**config.mk**
```make
export PLATFORM = sky130hd
export DESIGN_NAME = alu_op_sequencer
export DESIGN_NICKNAME = d
export VERILOG_FILES = /design/src/rtl/alu_op_sequencer_pkg.sv /design/src/rtl/alu_op_sequencer_decode.sv /design/src/rtl/alu_op_sequencer.sv
export SDC_FILE = /design/constraint.sdc
export NUM_CORES = 1
export LEC_CHECK = 0
export CAP_MARGIN = 10
export CELL_PAD_IN_SITES_DETAIL_PLACEMENT = 2
export CELL_PAD_IN_SITES_GLOBAL_PLACEMENT = 2
export CORE_ASPECT_RATIO = 0.8
export CORE_MARGIN = 3
export CORE_UTILIZATION = 26
export DETAILED_ROUTE_END_ITERATION = 16
export PLACE_DENSITY = 0.95
export SLEW_MARGIN = 20
export SYNTH_ARGS = -nofsm -noshare
export SYNTH_HDL_FRONTEND = slang
export SYNTH_SLANG_ARGS = --single-unit
```
**constraint.sdc**
```tcl
create_clock -name clk -period 3.5 [get_ports clk]
set_clock_uncertainty 0.15 [all_clocks]
set_input_delay 0.7 -clock clk [delete_from_list [all_inputs] [get_ports clk]]
set_output_delay 0.7 -clock clk [all_outputs]
set_load 0.02 [all_outputs]
```
**src/rtl/alu_op_sequencer_pkg.sv**
```systemverilog
// Shared ALU definitions: opcode encodings, op-to-control-bit mapping and sequencer state encoding.
// Used by alu_op_decode and alu_op_sequencer.
package alu_op_sequencer_pkg;

    localparam int NUM_OPS   = 12;
    localparam int DATA_W    = 32;
    localparam int CNT_W     = 4;

    typedef enum logic [3:0] {
        OP_ADD = 4'd0,
        OP_SUB = 4'd1,
        OP_MUL = 4'd2,
        OP_DIV = 4'd3,
        OP_SHR = 4'd4,
        OP_SHL = 4'd5,
        OP_ROR = 4'd6,
        OP_ROL = 4'd7,
        OP_AND = 4'd8,
        OP_OR  = 4'd9,
        OP_NEG = 4'd10,
        OP_NOT = 4'd11
    } alu_op_e;

    typedef enum logic [1:0] {
        ST_IDLE = 2'd0,
        ST_EXEC = 2'd1,
        ST_RESP = 2'd2
    } state_e;

    // Control bit index equals the opcode; opcodes 12-15 map to no bit at all.
    function automatic logic [NUM_OPS-1:0] op_to_ctrl(input logic [3:0] op);
        logic [NUM_OPS-1:0] c;
        c = '0;
        if (op < 4'(NUM_OPS)) begin
            c[op] = 1'b1;
        end
        return c;
    endfunction

endpackage

```
**src/rtl/alu_op_sequencer_decode.sv**
```systemverilog
// alu_op_decode: combinational opcode -> {one-hot control, latency-1, illegal}.
// With ALU_SEQ_DIVZERO_CHECK_EN defined, a divide by zero decodes as illegal.
module alu_op_decode
    import alu_op_sequencer_pkg::*;
#(
    parameter int MUL_CYCLES = 4,
    parameter int DIV_CYCLES = 8
) (
    input  logic [3:0]          op_i,
    input  logic [DATA_W-1:0]   b_i,
    output logic [NUM_OPS-1:0]  ctrl_o,
    output logic [CNT_W-1:0]    lat_m1_o,
    output logic                illegal_o
);

    always_comb begin
        ctrl_o    = op_to_ctrl(op_i);
        illegal_o = (op_i >= 4'(NUM_OPS));
        lat_m1_o  = '0;
        if (op_i == OP_MUL) begin
            lat_m1_o = CNT_W'(MUL_CYCLES - 1);
        end else if (op_i == OP_DIV) begin
            lat_m1_o = CNT_W'(DIV_CYCLES - 1);
        end
`ifdef ALU_SEQ_DIVZERO_CHECK_EN
        if (op_i == OP_DIV && b_i == '0) begin
            ctrl_o    = '0;
            lat_m1_o  = '0;
            illegal_o = 1'b1;
        end
`endif
    end

`ifndef ALU_SEQ_DIVZERO_CHECK_EN
    logic unused_b;
    assign unused_b = ^b_i;
`endif

endmodule

```
**src/rtl/alu_op_sequencer.sv**
```systemverilog
// IDLE -> EXEC -> RESP sequencer driving a multi-cycle ALU with one-hot control.
// Optional feature: ALU_SEQ_DIVZERO_CHECK_EN rejects divide-by-zero as an error response.
module alu_op_sequencer
    import alu_op_sequencer_pkg::*;
#(
    parameter int MUL_CYCLES = 4,
    parameter int DIV_CYCLES = 8
) (
    input  logic                clk,
    input  logic                clr,
    // Handshake: a transfer happens on any rising edge where valid && ready; clr overrides it.
    input  logic                req_valid,
    output logic                req_ready,
    input  logic [3:0]          req_op,
    input  logic [DATA_W-1:0]   req_a,
    input  logic [DATA_W-1:0]   req_b,
    output logic [DATA_W-1:0]   alu_a,
    output logic [DATA_W-1:0]   alu_b,
    output logic [NUM_OPS-1:0]  alu_control,
    input  logic [DATA_W-1:0]   alu_zhi,
    input  logic [DATA_W-1:0]   alu_zlo,
    output logic                rsp_valid,
    input  logic                rsp_ready,
    output logic [DATA_W-1:0]   rsp_hi,
    output logic [DATA_W-1:0]   rsp_lo,
    output logic                rsp_err,
    output logic                busy,
    output state_e              dbg_state
);

    state_e               state_q, state_d;
    logic [CNT_W-1:0]     cnt_q, cnt_d;
    logic [DATA_W-1:0]    a_q, a_d, b_q, b_d, hi_q, hi_d, lo_q, lo_d;
    logic [NUM_OPS-1:0]   ctrl_q, ctrl_d;
    logic                 err_q, err_d;

    logic [NUM_OPS-1:0]   dec_ctrl;
    logic [CNT_W-1:0]     dec_lat_m1;
    logic                 dec_illegal;

    alu_op_decode #(
        .MUL_CYCLES (MUL_CYCLES),
        .DIV_CYCLES (DIV_CYCLES)
    ) u_decode (
        .op_i      (req_op),
        .b_i       (req_b),
        .ctrl_o    (dec_ctrl),
        .lat_m1_o  (dec_lat_m1),
        .illegal_o (dec_illegal)
    );

    always_comb begin
        state_d = state_q;
        cnt_d   = cnt_q;
        a_d     = a_q;
        b_d     = b_q;
        ctrl_d  = ctrl_q;
        hi_d    = hi_q;
        lo_d    = lo_q;
        err_d   = err_q;
        unique case (state_q)
            ST_IDLE: begin
                if (req_valid) begin
                    a_d    = req_a;
                    b_d    = req_b;
                    ctrl_d = dec_ctrl;
                    cnt_d  = dec_lat_m1;
                    // Illegal requests bypass the ALU and answer with a zeroed error response.
                    if (dec_illegal) begin
                        state_d = ST_RESP;
                        hi_d    = '0;
                        lo_d    = '0;
                        err_d   = 1'b1;
                    end else begin
                        state_d = ST_EXEC;
                    end
                end
            end
            ST_EXEC: begin
                if (cnt_q == '0) begin
                    hi_d    = alu_zhi;
                    lo_d    = alu_zlo;
                    err_d   = 1'b0;
                    state_d = ST_RESP;
                end else begin
                    cnt_d = cnt_q - CNT_W'(1);
                end
            end
            ST_RESP: begin
                if (rsp_ready) begin
                    state_d = ST_IDLE;
                end
            end
            default: state_d = ST_IDLE;
        endcase
    end

    always_ff @(posedge clk) begin
        if (clr) begin
            state_q <= ST_IDLE;
            cnt_q   <= '0;
            a_q     <= '0;
            b_q     <= '0;
            ctrl_q  <= '0;
            hi_q    <= '0;
            lo_q    <= '0;
            err_q   <= 1'b0;
        end else begin
            state_q <= state_d;
            cnt_q   <= cnt_d;
            a_q     <= a_d;
            b_q     <= b_d;
            ctrl_q  <= ctrl_d;
            hi_q    <= hi_d;
            lo_q    <= lo_d;
            err_q   <= err_d;
        end
    end

    assign req_ready   = (state_q == ST_IDLE);
    assign busy        = (state_q != ST_IDLE);
    assign rsp_valid   = (state_q == ST_RESP);
    assign alu_control = (state_q == ST_EXEC) ? ctrl_q : '0;
    assign alu_a       = a_q;
    assign alu_b       = b_q;
    assign rsp_hi      = hi_q;
    assign rsp_lo      = lo_q;
    assign rsp_err     = err_q;
    assign dbg_state   = state_q;

endmodule
```
==> qor.yml <==
power.leakage_nw: 3.44
nets: 1080
boundaryPins: 282
tightest_slew_ns: 0.821
grt_max_degree: 78
core_um2: 23800
cp_num_buf_inv: 1
pre_cts_ws_ns: 0.728
clock-sinks: 147
yosysSeqAreaShare_pct: 46.1
port_buffers: 281
grt-ovfl-total: 0
power_density_nw_per_um2: 501
synth_warnings: 0
regArea_um2: 2940
placementRows: 50
clk_latency_ns: 0.42
route.detailed.drc: 0
antenna_found_initial: 1
cts_buffers: 17
synth_edf_count: 0
yosysUniqueCellTypes: 39
timing.fmax_mhz: 316
grt_pass1_vias: 6779
worst_ep_arrival_time_ns: 2.32
setup_ws_ns: 0.331
routabilityCongestion: 0.770
finalMaxSlewViolations: 0
drv_cap: 0
status: "completed"
postSynthAreaPerCell_um2: 9.28
path_delay_family: "simple AND/OR/NAND/NOR gates"
clkTransAtPathRegs_ns: 0.06
total_power_mw: 5.05
setup_tns_ns: 0
die_area_um2: 26500
period_share_pct: 90.5
slowest_delay_ns: 0.68
path_max_fanout: 14
cp-end-kind: "output port"
tritoncts: "done"
syn2layout_area_growth_pct: 57.7
hp-class: "reg -> reg"
cp_data_required_time_ns: 2.65
postRouteAntennaNets: 0
die_y_um: 146
critPathSlowestCell: "nor2b_1"
syn_inst: 688
synth_nets: 825
cts_setup_buffers: 0
cts_resized: 0
cts_buffer_depth: 2
ctsRootBufferMaster: "clkbuf_16"
layout-drive-gt1-share_pct: 10.7
synth-main-ff-cell: "dfxtp_1"
holdBufCountCts: 0
grt_use_total_pct: 19.1
post-dp-hpwl_um: 18000
drt_first_pass_iters: 4
relSlewSlack_pct: 45.2
drt_wl_total_um: 25600
wl_per_cell_um: 20.1
hold_viol: 0
fin_crit_ns: 3.17
peakVddDrop_mv: 0.273
multi_input_area_um2: 2880
start_kind: "flop"
ys_ff_latch: 147
async_flop_share_pct: 0
start_util_pct: 26.9
timing.final.setup_violations: 0
vias: 5931
htreeDepth: 4
crit_chain: "nor2b_1, and2_1, clkdlybuf4s50_1"
viasPerCell: 4.67
initialDrtViolationCount: 170
rsz0062_at_grt: "false"
worstSetupPathType: "reg -> out"
num-fill-cells: 2524
grt_first_pass_wirelength_um: 39800
netlist_area_um2: 6390
dieWidth_um: 181
power breakdown:
group | switching [mW] | internal, mW | leakage (nW)
Combinational | 0.673 | 0.514 | 1.93
Sequential | 0.0761 | 1.80 | 1.20
Clock | 0.745 | 1.24 | 0.312
Total | 1.49 | 3.55 | 3.44
cells in the mapped netlist (2+ instances only):
| cell type | n | area share, % |
|---|---|---|
| a211oi_1 | 2 | 0.23 |
| a21oi_1 | 78 | 6.1 |
| and2_1 | 13 | 1.3 |
| buf_12 | 5 | 1.6 |
| buf_2 | 11 | 0.86 |
| buf_6 | 2 | 0.35 |
| clkbuf_1 | 40 | 2.4 |
| dfxtp_1 | 147 | 46 |
| inv_1 | 70 | 4.1 |
| nand2_1 | 142 | 8.3 |
| nand2b_1 | 3 | 0.29 |
| nand3_1 | 70 | 5.5 |
| nand4_1 | 3 | 0.29 |
| nor2_1 | 8 | 0.47 |
| nor2b_1 | 5 | 0.49 |
| nor3b_1 | 2 | 0.23 |
| o211ai_1 | 2 | 0.23 |
| o21ai_0 | 2 | 0.16 |
| o31ai_1 | 14 | 1.6 |
| o31ai_4 | 50 | 17 |
final timing paths:
check / startpoint / to / slack (ns) / cells after the start
min: ctrl_q[1]$_SDFFE_PP0P_ / ctrl_q[1]$_SDFFE_PP0P_ / 0.30 / 2
min reg2reg: ctrl_q[1]$_SDFFE_PP0P_ / ctrl_q[1]$_SDFFE_PP0P_ / 0.30 / 2
max reg2reg: cnt_q[0]$_SDFFE_PP0P_ / cnt_q[3]$_SDFFE_PP0P_ / 1.27 / 6
max: dbg_state[0]$_SDFFE_PP0P_ / alu_control[10] / 0.33 / 3
flip-flops by register name, indices dropped and copies added, names as in the netlist:
name       count
rsp_hi        32
cnt_q          4
dbg_state      2
rsp_err        1
alu_b         32
ctrl_q        12
alu_a         32
rsp_lo        32
cell usage in the layout, fill, tap and decap left out, drive strengths merged, types with 2 or more instances in the layout:
| cell type | instances |
|---|---|
| clkdlybuf4s50 | 280 |
| dfxtp | 147 |
| nand2 | 142 |
| a21oi | 78 |
| inv | 70 |
| nand3 | 70 |
| o31ai | 64 |
| clkbuf | 25 |
| and2 | 13 |
| buf | 13 |
| nor2 | 8 |
| nor2b | 5 |
| clkinv | 4 |
| nand2b | 3 |
| nand4 | 3 |
| bufinv | 3 |
| nor3b | 3 |
| and4bb | 2 |
| a211oi | 2 |
| o211ai | 2 |
| o21ai | 2 |
routing by layer:
| metal | part of all wire [%] | up-vias | GRT usage [%] | wire (um) |
|---|---|---|---|---|
| met5 | 0 | - | 0 | 0 |
| met4 | 1.6 | 0 | 4.83 | 421 |
| met3 | 8.4 | 23 | 8.19 | 2150 |
| met2 | 51 | 207 | 34.1 | 13000 |
| met1 | 39 | 2886 | 20.8 | 9970 |
| li1 | - | 2815 | - | - |
kinds of logic (layout without fill, tap and decap cells):
group | count (synthesis) | count (layout) | synth area share, %
AOI/OAI and AO/OA | 158 | 158 | 26.4
and+or+nand+nor | 254 | 254 | 18.1
DFF | 147 | 147 | 46.1
adders and majority gates | 1 | 1 | 0.196
other | 0 | 1 | 0
buffers and inverters | 128 | 396 | 9.25
per-stage QoR:
| step | hold WS [ns] | util, % | cell area [um2] | instances |
|---|---|---|---|---|
| global route | 0.327 | 42.4 | 10100 | 1269 |
| CTS | 0.306 | 42.4 | 10100 | 1268 |
| detailed placement | 0.299 | 39.7 | 9440 | 1236 |
| finish | 0.301 | 42.4 | 10100 | 1269 |
| floorplan | 0.277 | - | 6390 | 688 |
| global placement | 0.291 | 39.7 | 9440 | 1236 |
worst register-to-register path, cell delays in order (launching register included):
cell      delay (ns)
dfxtp_1         0.40
inv_1           0.06
ha_1            0.27
and4bb_2        0.31
buf_4           0.28
or4_1           0.55
a21oi_1         0.14
cell type report:
| type | instances | share of cell area (%) |
|---|---|---|
| Multi-Input combinational cell | 413 | 28.6 |
| Clock buffer | 24 | 5.08 |
| Clock inverter | 8 | 1.20 |
| Timing Repair Buffer | 294 | 29.4 |
| Inverter | 70 | 2.61 |
| Sequential cell | 147 | 29.2 |
| Antenna cell | 1 | 0.0248 |
| Tap cell | 312 | 3.88 |
Power figures use the tool's default switching activity.
